File: config.mk
export PLATFORM = sky130hd
export DESIGN_NAME = async_reset_shift_reg
export DESIGN_NICKNAME = d
export VERILOG_FILES = /design/src/rtl/async_reset_shift_reg_pkg.sv /design/src/rtl/async_reset_reg_stage.sv /design/src/rtl/async_reset_shift_reg.sv
export SDC_FILE = /design/constraint.sdc
export NUM_CORES = 1
export LEC_CHECK = 0
export ABC_AREA = 0
export BUFFER_PORTS_ARGS = -buffer_cell sky130_fd_sc_hd__buf_2
export CAP_MARGIN = 20
export CORE_AREA = 2 2 39 41
export CTS_CLUSTER_DIAMETER = 200
export DETAILED_ROUTE_END_ITERATION = 8
export DIE_AREA = 0 0 41 43
export PLACE_DENSITY = 0.36
export SLEW_MARGIN = 20
export SYNTH_ARGS = -nofsm -noshare
export SYNTH_HDL_FRONTEND = slang
export SYNTH_SLANG_ARGS = --single-unit
File: constraint.sdc
create_clock -name clk -period 1.2 [get_ports clk]
set_input_delay 0.12 -clock clk [delete_from_list [all_inputs] [get_ports clk]]
set_output_delay 0.12 -clock clk [all_outputs]
set_load 0.02 [all_outputs]
File: src/rtl/async_reset_shift_reg_pkg.sv
// Shared definitions for async_reset_shift_reg: fill-counter sizing and valid FSM encoding.
package async_reset_shift_reg_pkg;

  typedef enum logic {
    FILLING = 1'b0,
    FULL    = 1'b1
  } fill_state_e;

  // Bits needed to count 0..depth inclusive.
  function automatic int unsigned fill_cnt_width(input int unsigned depth);
    return $clog2(depth + 1);
  endfunction

endpackage

File: src/rtl/async_reset_reg_stage.sv
// One WIDTH-bit storage stage with load enable and asynchronous active-low reset to INIT.
module async_reset_reg_stage #(
  parameter int unsigned      WIDTH = 1,
  parameter logic [WIDTH-1:0] INIT  = '0
) (
  input  logic             clk,
  input  logic             rst_n,
  input  logic             en,
  input  logic [WIDTH-1:0] d,
  output logic [WIDTH-1:0] q
);

  always_ff @(posedge clk or negedge rst_n) begin
    if (!rst_n) begin
      q <= INIT;
    end else if (en) begin
      q <= d;
    end
  end

endmodule

File: src/rtl/async_reset_shift_reg.sv
// DEPTH-stage shift register with enable, synchronous flush to INIT and a fill-tracking valid flag.
module async_reset_shift_reg
  import async_reset_shift_reg_pkg::*;
#(
  parameter int unsigned      WIDTH = 1,
  parameter int unsigned      DEPTH = 3,
  parameter logic [WIDTH-1:0] INIT  = '0
) (
  input  logic             clk,
  input  logic             rst_n,
  input  logic             en,
  input  logic             flush,
  input  logic [WIDTH-1:0] d,
  output logic [WIDTH-1:0] q,
  output logic             valid
);

  localparam int unsigned CNT_W = fill_cnt_width(DEPTH);
  localparam logic [CNT_W-1:0] CNT_FULL = CNT_W'(DEPTH);

  logic [WIDTH-1:0] stage_q [DEPTH];
  logic             load;
  logic [CNT_W-1:0] cnt, cnt_nxt;
  fill_state_e      state, state_nxt;

  // A flush reloads every stage, so stages load on either request.
  assign load = en | flush;

  for (genvar i = 0; i < DEPTH; i++) begin : g_stage
    logic [WIDTH-1:0] stage_d;

    if (i == 0) begin : g_head
      assign stage_d = flush ? INIT : d;
    end else begin : g_body
      assign stage_d = flush ? INIT : stage_q[i-1];
    end

    async_reset_reg_stage #(
      .WIDTH (WIDTH),
      .INIT  (INIT)
    ) u_stage (
      .clk   (clk),
      .rst_n (rst_n),
      .en    (load),
      .d     (stage_d),
      .q     (stage_q[i])
    );
  end

  // Fill counter and valid state register.
  always_ff @(posedge clk or negedge rst_n) begin
    if (!rst_n) begin
      cnt   <= '0;
      state <= FILLING;
    end else begin
      cnt   <= cnt_nxt;
      state <= state_nxt;
    end
  end

  // Counter saturates at DEPTH; FULL is left only through flush or reset.
  always_comb begin
    cnt_nxt   = cnt;
    state_nxt = state;
    if (flush) begin
      cnt_nxt   = '0;
      state_nxt = FILLING;
    end else if (en) begin
      if (cnt != CNT_FULL) begin
        cnt_nxt = cnt + CNT_W'(1);
      end
      if (cnt_nxt == CNT_FULL) begin
        state_nxt = FULL;
      end
    end
  end

  // Outputs gated by rst_n so reset reads correctly even without event-driven async reset.
  assign q     = rst_n ? stage_q[DEPTH-1] : INIT;
  assign valid = rst_n & (state == FULL);

endmodule

# After elaboration in Yosys (flattened, before gate mapping)

Index checks and enable logic that the tools add are counted.
Widths: inputs -> output; s select.

Flip-flop bits (word level): 6
Input port bits: 5

Add/subtract/negate cells: 1
Eq/ne operators: 2
Muxes and demuxes: 12
Bitwise operators: 2
Reductions and logical operators: 3

Operators by type and width:

| kind                | number |
|---|---|
| $mux 2              | 5 |
| $mux 1              | 7 |
| $reduce_bool 2->1   | 2 |
| $add 2x1->2 const B | 1 |
| $eq 2x2->1 const B  | 1 |
| $ne 2x2->1 const B  | 1 |
| $reduce_and 2->1    | 1 |
| $and 1x1->1         | 1 |
| $or 1x1->1          | 1 |

# Logic depth before layout (Yosys ltp)

Word-level depth: 8
Mapped depth: 3

# By module

Synthesis repeated with hierarchy kept, for this count alone.

Cells, all modules: 22
Area, all modules: 272.8 µm²

By module, submodules not included:

| module                | instances | cells an instance | area each (µm²) | seq. area each (µm²) |
|---|---|---|---|---|
| async_reset_shift_reg | 1         | 16                | 152.6           | 75.1 |
| async_reset_reg_stage | 3         | 2                 | 40.0            | 25.0 |

# Least setup slack after synthesis

No wires, ideal clock.

Path type: flip-flop to flip-flop
Start: register cnt[0]
End: register cnt[0]
Arrival time: 651 ps
Data required time: 1,120 ps
Slack: 469 ps
Cell stages (with the launch flop): 3
Cells stage by stage: dfrtp_1 -> and3b_1 -> nor3_2

Word-level cells in the longest chain between the ends: 6
Elaborated cells on any way between the ends: 7

Ends and longest elaborated chain:

| what                                      | RTL line                                                 | text |
|---|---|---|
| from (decl)                               | async_reset_shift_reg.sv:23                              | `logic [CNT_W-1:0] cnt, cnt_nxt;` |
| from (signal assigned)                    | async_reset_shift_reg.sv:56                              | `cnt <= cnt_nxt;` |
| $add 2x1->2 or $ne 2x2->1 (tied branches) | async_reset_shift_reg.sv:70, async_reset_shift_reg.sv:69 |  |
| $mux 2 (*)                                | async_reset_shift_reg.sv:69                              | `if (cnt != CNT_FULL) begin` |
| $mux 2 (*)                                | async_reset_shift_reg.sv:68                              | `end else if (en) begin` |
| $mux 2 (*)                                | async_reset_shift_reg.sv:65                              | `if (flush) begin` |
| $mux 2 (*)                                | async_reset_shift_reg.sv:68                              |  |
| $mux 2 (*)                                | async_reset_shift_reg.sv:65                              |  |

Mark *: on every way between the ends. The rest lies on a longest branch, timed or not. The select of a mux whose other input is x is not followed.
A chain may end at the register's enable or synchronous reset.

# Final worst setup path

Start: register state
End: output valid

Word-level cells in the longest chain between the ends: 1

Ends and longest elaborated chain:

| what                   | RTL line                    | text |
|---|---|---|
| from (decl)            | async_reset_shift_reg.sv:24 | `fill_state_e state, state_nxt;` |
| from (signal assigned) | async_reset_shift_reg.sv:57 | `state <= state_nxt;` |
| $and 1x1->1            | async_reset_shift_reg.sv:80 | `assign valid = rst_n & (state == FULL);` |
| to (decl)              | async_reset_shift_reg.sv:15 | `output logic valid` |

Every way passes these cells.

==> metrics.md <==
| Metric | Value |
|---|---|
| Status | finished, final reports clean |
| Multi-input logic area | about 94 um2 |
| Crit path launch type | flip-flop |
| IO Count | 7 |
| Drt first-iter violations | 2 |
| Die H | roughly 43 um |
| Detailed-route wire length | around 420 um |
| Seq/Total Area, Yosys | 58.8% |
| Top cells by count, synth | dfrtp_1 (6), nor2_1 (6), mux2i_1 (3) |
| Yosys warns | 0 |
| Delay-heaviest family, CP | flip-flops |
| Worst hold path type | primary input to flip-flop |
| CP Capture Type | output pin |
| Vias in the first global route | between 150 and 200 |
| Buf/Inv on CP | 1 |
| Post-synth ARST share | 100% |
| Share of post-route cells with drive strength above 1 | between 30 and 40% |
| Main flop type after synthesis | dfrtp_1 |
| RSZ-0062 raised after global routing | false |
| DRC | 0 |
| Global-route wire length before repair | just over 700 um |
| Core Rows | 14 |
| Overflow left after global routing | 0 |
| Avg Cell Area, Syn | around 12 um2 |
| Top cell type's share of synthesized area | between 50 and 60% |
| Type of the worst setup path | flip-flop to output pin |
| Lkg Pwr | 0.171 nW |
| IO buf count | 6 |
| Initial core utilization | 18.4% |
| H-tree depth | 1 |
| Clk_lat worst skew | approximately 240 ps |
| Setup Total Neg Slack | 0 ps |
| Vias per cell | roughly 3.7 |
| Synthesis-stage register bit count | 6 |
| CTS clk-pin slew, worst paths | ~40 ps |
| Maximum VDD drop | roughly 0.00081 V |
| CP Cell Sequence | and2_1 -> buf_2 |
| Critical Path Fanout Max | 2 |
| Crit share post-route | around 85% |
| Critical Path Max Stage Delay | roughly 360 ps |
| NetSw | approximately 90 uW |
| Relative slew slack | 82.3% |
| Clk pwr share | approximately 40% |
| Gr usage total | 6.98% |
| Worst Skew | between 1.5 and 2 ps |
| Pint | approximately 340 uW |
| Net Sw Frac | between 20% and 30% |
| Part of the power in registers | roughly 50% |
| Arr. time, crit path | 890 ps |
| Ant. Diodes | 0 |
| Worst EP required | 1080 ps |
| Die width | between 40 and 50 um |
| P&R area growth vs syn | 27.9% |
| Largest net degree at the start of global routing | 8 |
| Final setup vio count | 0 |
| Final Critical Period | just over 1000 ps |
| TritonCTS Buffers | 3 |
| Crit-path slowest cell | dfrtp_1 |
| Max-cap violations | 0 |
| PD cells | between 1000 and 1500 nW/um2 |
| Clk sink count | 6 |
| Routed via count | ~170 |
| CTS tree | done |
| Post-synthesis cell area | 255 um2 |
| Post-route antenna net violation count | 0 |
| Synth area leaders | dfrtp_1 (59%), mux2i_1 (12%), nor2_1 (8.8%) |
| Gpl congestion | between 0.6 and 0.7 |
| Root Driver | clkbuf_4 |
| Fin. max-slew vios | 0 |
| Mapped Cells | 22 |
| Net Count, Synth | 27 |
| Worst-Margin Slew | roughly 260 ps |
| Maximum clock rate | 986 MHz |
| WL/cell | approximately 9 um |
| Antenna violations before repair | 0 |
| Drt first pass iters | 3 |
| Cell variety after synth | 8 |
| Die area | about 1800 um2 |
| Final Hold Fails | 0 |
| Filler cells | approximately 150 |
| Core Region | about 1400 um2 |
| Clock tree buffer depth | 2 |
| Total power | 436 uW |
| FF+latch area | ~150 um2 |
| Comb pwr share | about 9.2% |
| Post-synth top area cell | dfrtp_1 |
| Final nets | 38 |
| Postcts setup bufs | 0 |
| Post-synth EDFFs | 0 |
[power by group through the flow]
stage	clock, mW	sequential (mW)	combinational [mW]
finish	0.177	0.219	0.0402
global route	0.210	0.219	0.0448
CTS	0.184	0.219	0.0416
detailed placement	0	0.221	0.0385
global placement	0	0.221	0.0376
floorplan	0	0.220	0.0248
[cells in the final DEF, fill, tap and decap left out, drive strengths merged]
master / netlist / final
dfrtp: 6 / 6
clkbuf: 0 / 3
nor3: 1 / 1
and3b: 1 / 1
nor2: 6 / 6
buf: 1 / 6
mux2i: 3 / 3
and2: 2 / 2
dlygate4sd3: 0 / 1
a21oi: 2 / 2
[state kept, by name, indices dropped and copies added (netlist names)]
signal and count:
state 1, g_stage.u_stage.q 3, cnt 2
[cell type report]
cell class,count,share of cell area [%]
clock buffers,3,6.90
multi-input cells,15,28.7
flip-flops and latches,6,46.0
repair buffers,7,12.3
well taps,16,6.13
[layer usage]
| layer | global-route usage, % | vias up | routed length [um] |
|---|---|---|---|
| met5 | 0 | - | 0 |
| met4 | 4.00 | 0 | 0 |
| met3 | 6.28 | 0 | 30 |
| met2 | 7.50 | 4 | 173 |
| met1 | 8.91 | 77 | 221 |
| li1 | - | 91 | - |
[final timing paths]
path	slack, ps	endpoint	cells past startpoint	start
worst max-delay path	190	valid	2	state
worst min-delay path	130	g_stage[0].u_stage.q	3	d
worst max register to register	430	cnt[0]	2	cnt[0]
worst min register to register	490	state	2	state
max in group asynchronous	690	g_stage[1].u_stage.q	2	rst_n
min in group asynchronous	300	g_stage[0].u_stage.q	2	rst_n
[cell families (layout without fill, tap and decap cells)]
logic type             after synthesis  after routing  share of synthesized area (%)
AOI/OAI and AO/OA                    2              2                           3.92
DFF                                  6              6                           58.8
muxes                                3              3                           11.8
and+or+nand+nor                     10             10                           21.1
buffers and inverters                1             10                           4.41
[tightest hold or removal path: stages]
cell and delay (ps):
buf_2 80, mux2i_1 60, nor2_1 80
[metrics by stage]
stage / instance area [um2] / hold slack [ps] / cells / utilization, % / worst slack [ps]
2_1_floorplan: 255 / -176 / 22 / - / 469
3_3_place_gp: 294 / -42.2 / 43 / 21.2 / 441
3_5_place_dp: 294 / -39.8 / 43 / 21.2 / 430
4_1_cts: 327 / 130 / 47 / 23.6 / 175
5_1_grt: 327 / 117 / 47 / 23.6 / 120
6_report: 327 / 134 / 47 / 23.6 / 186
[timing repair]
item                                   in CTS  in global routing
resized for setup                           0                  0
hold buffers                                1                  0
endpoints found under the hold margin       6                  0
(Power assumes the default switching activity.)
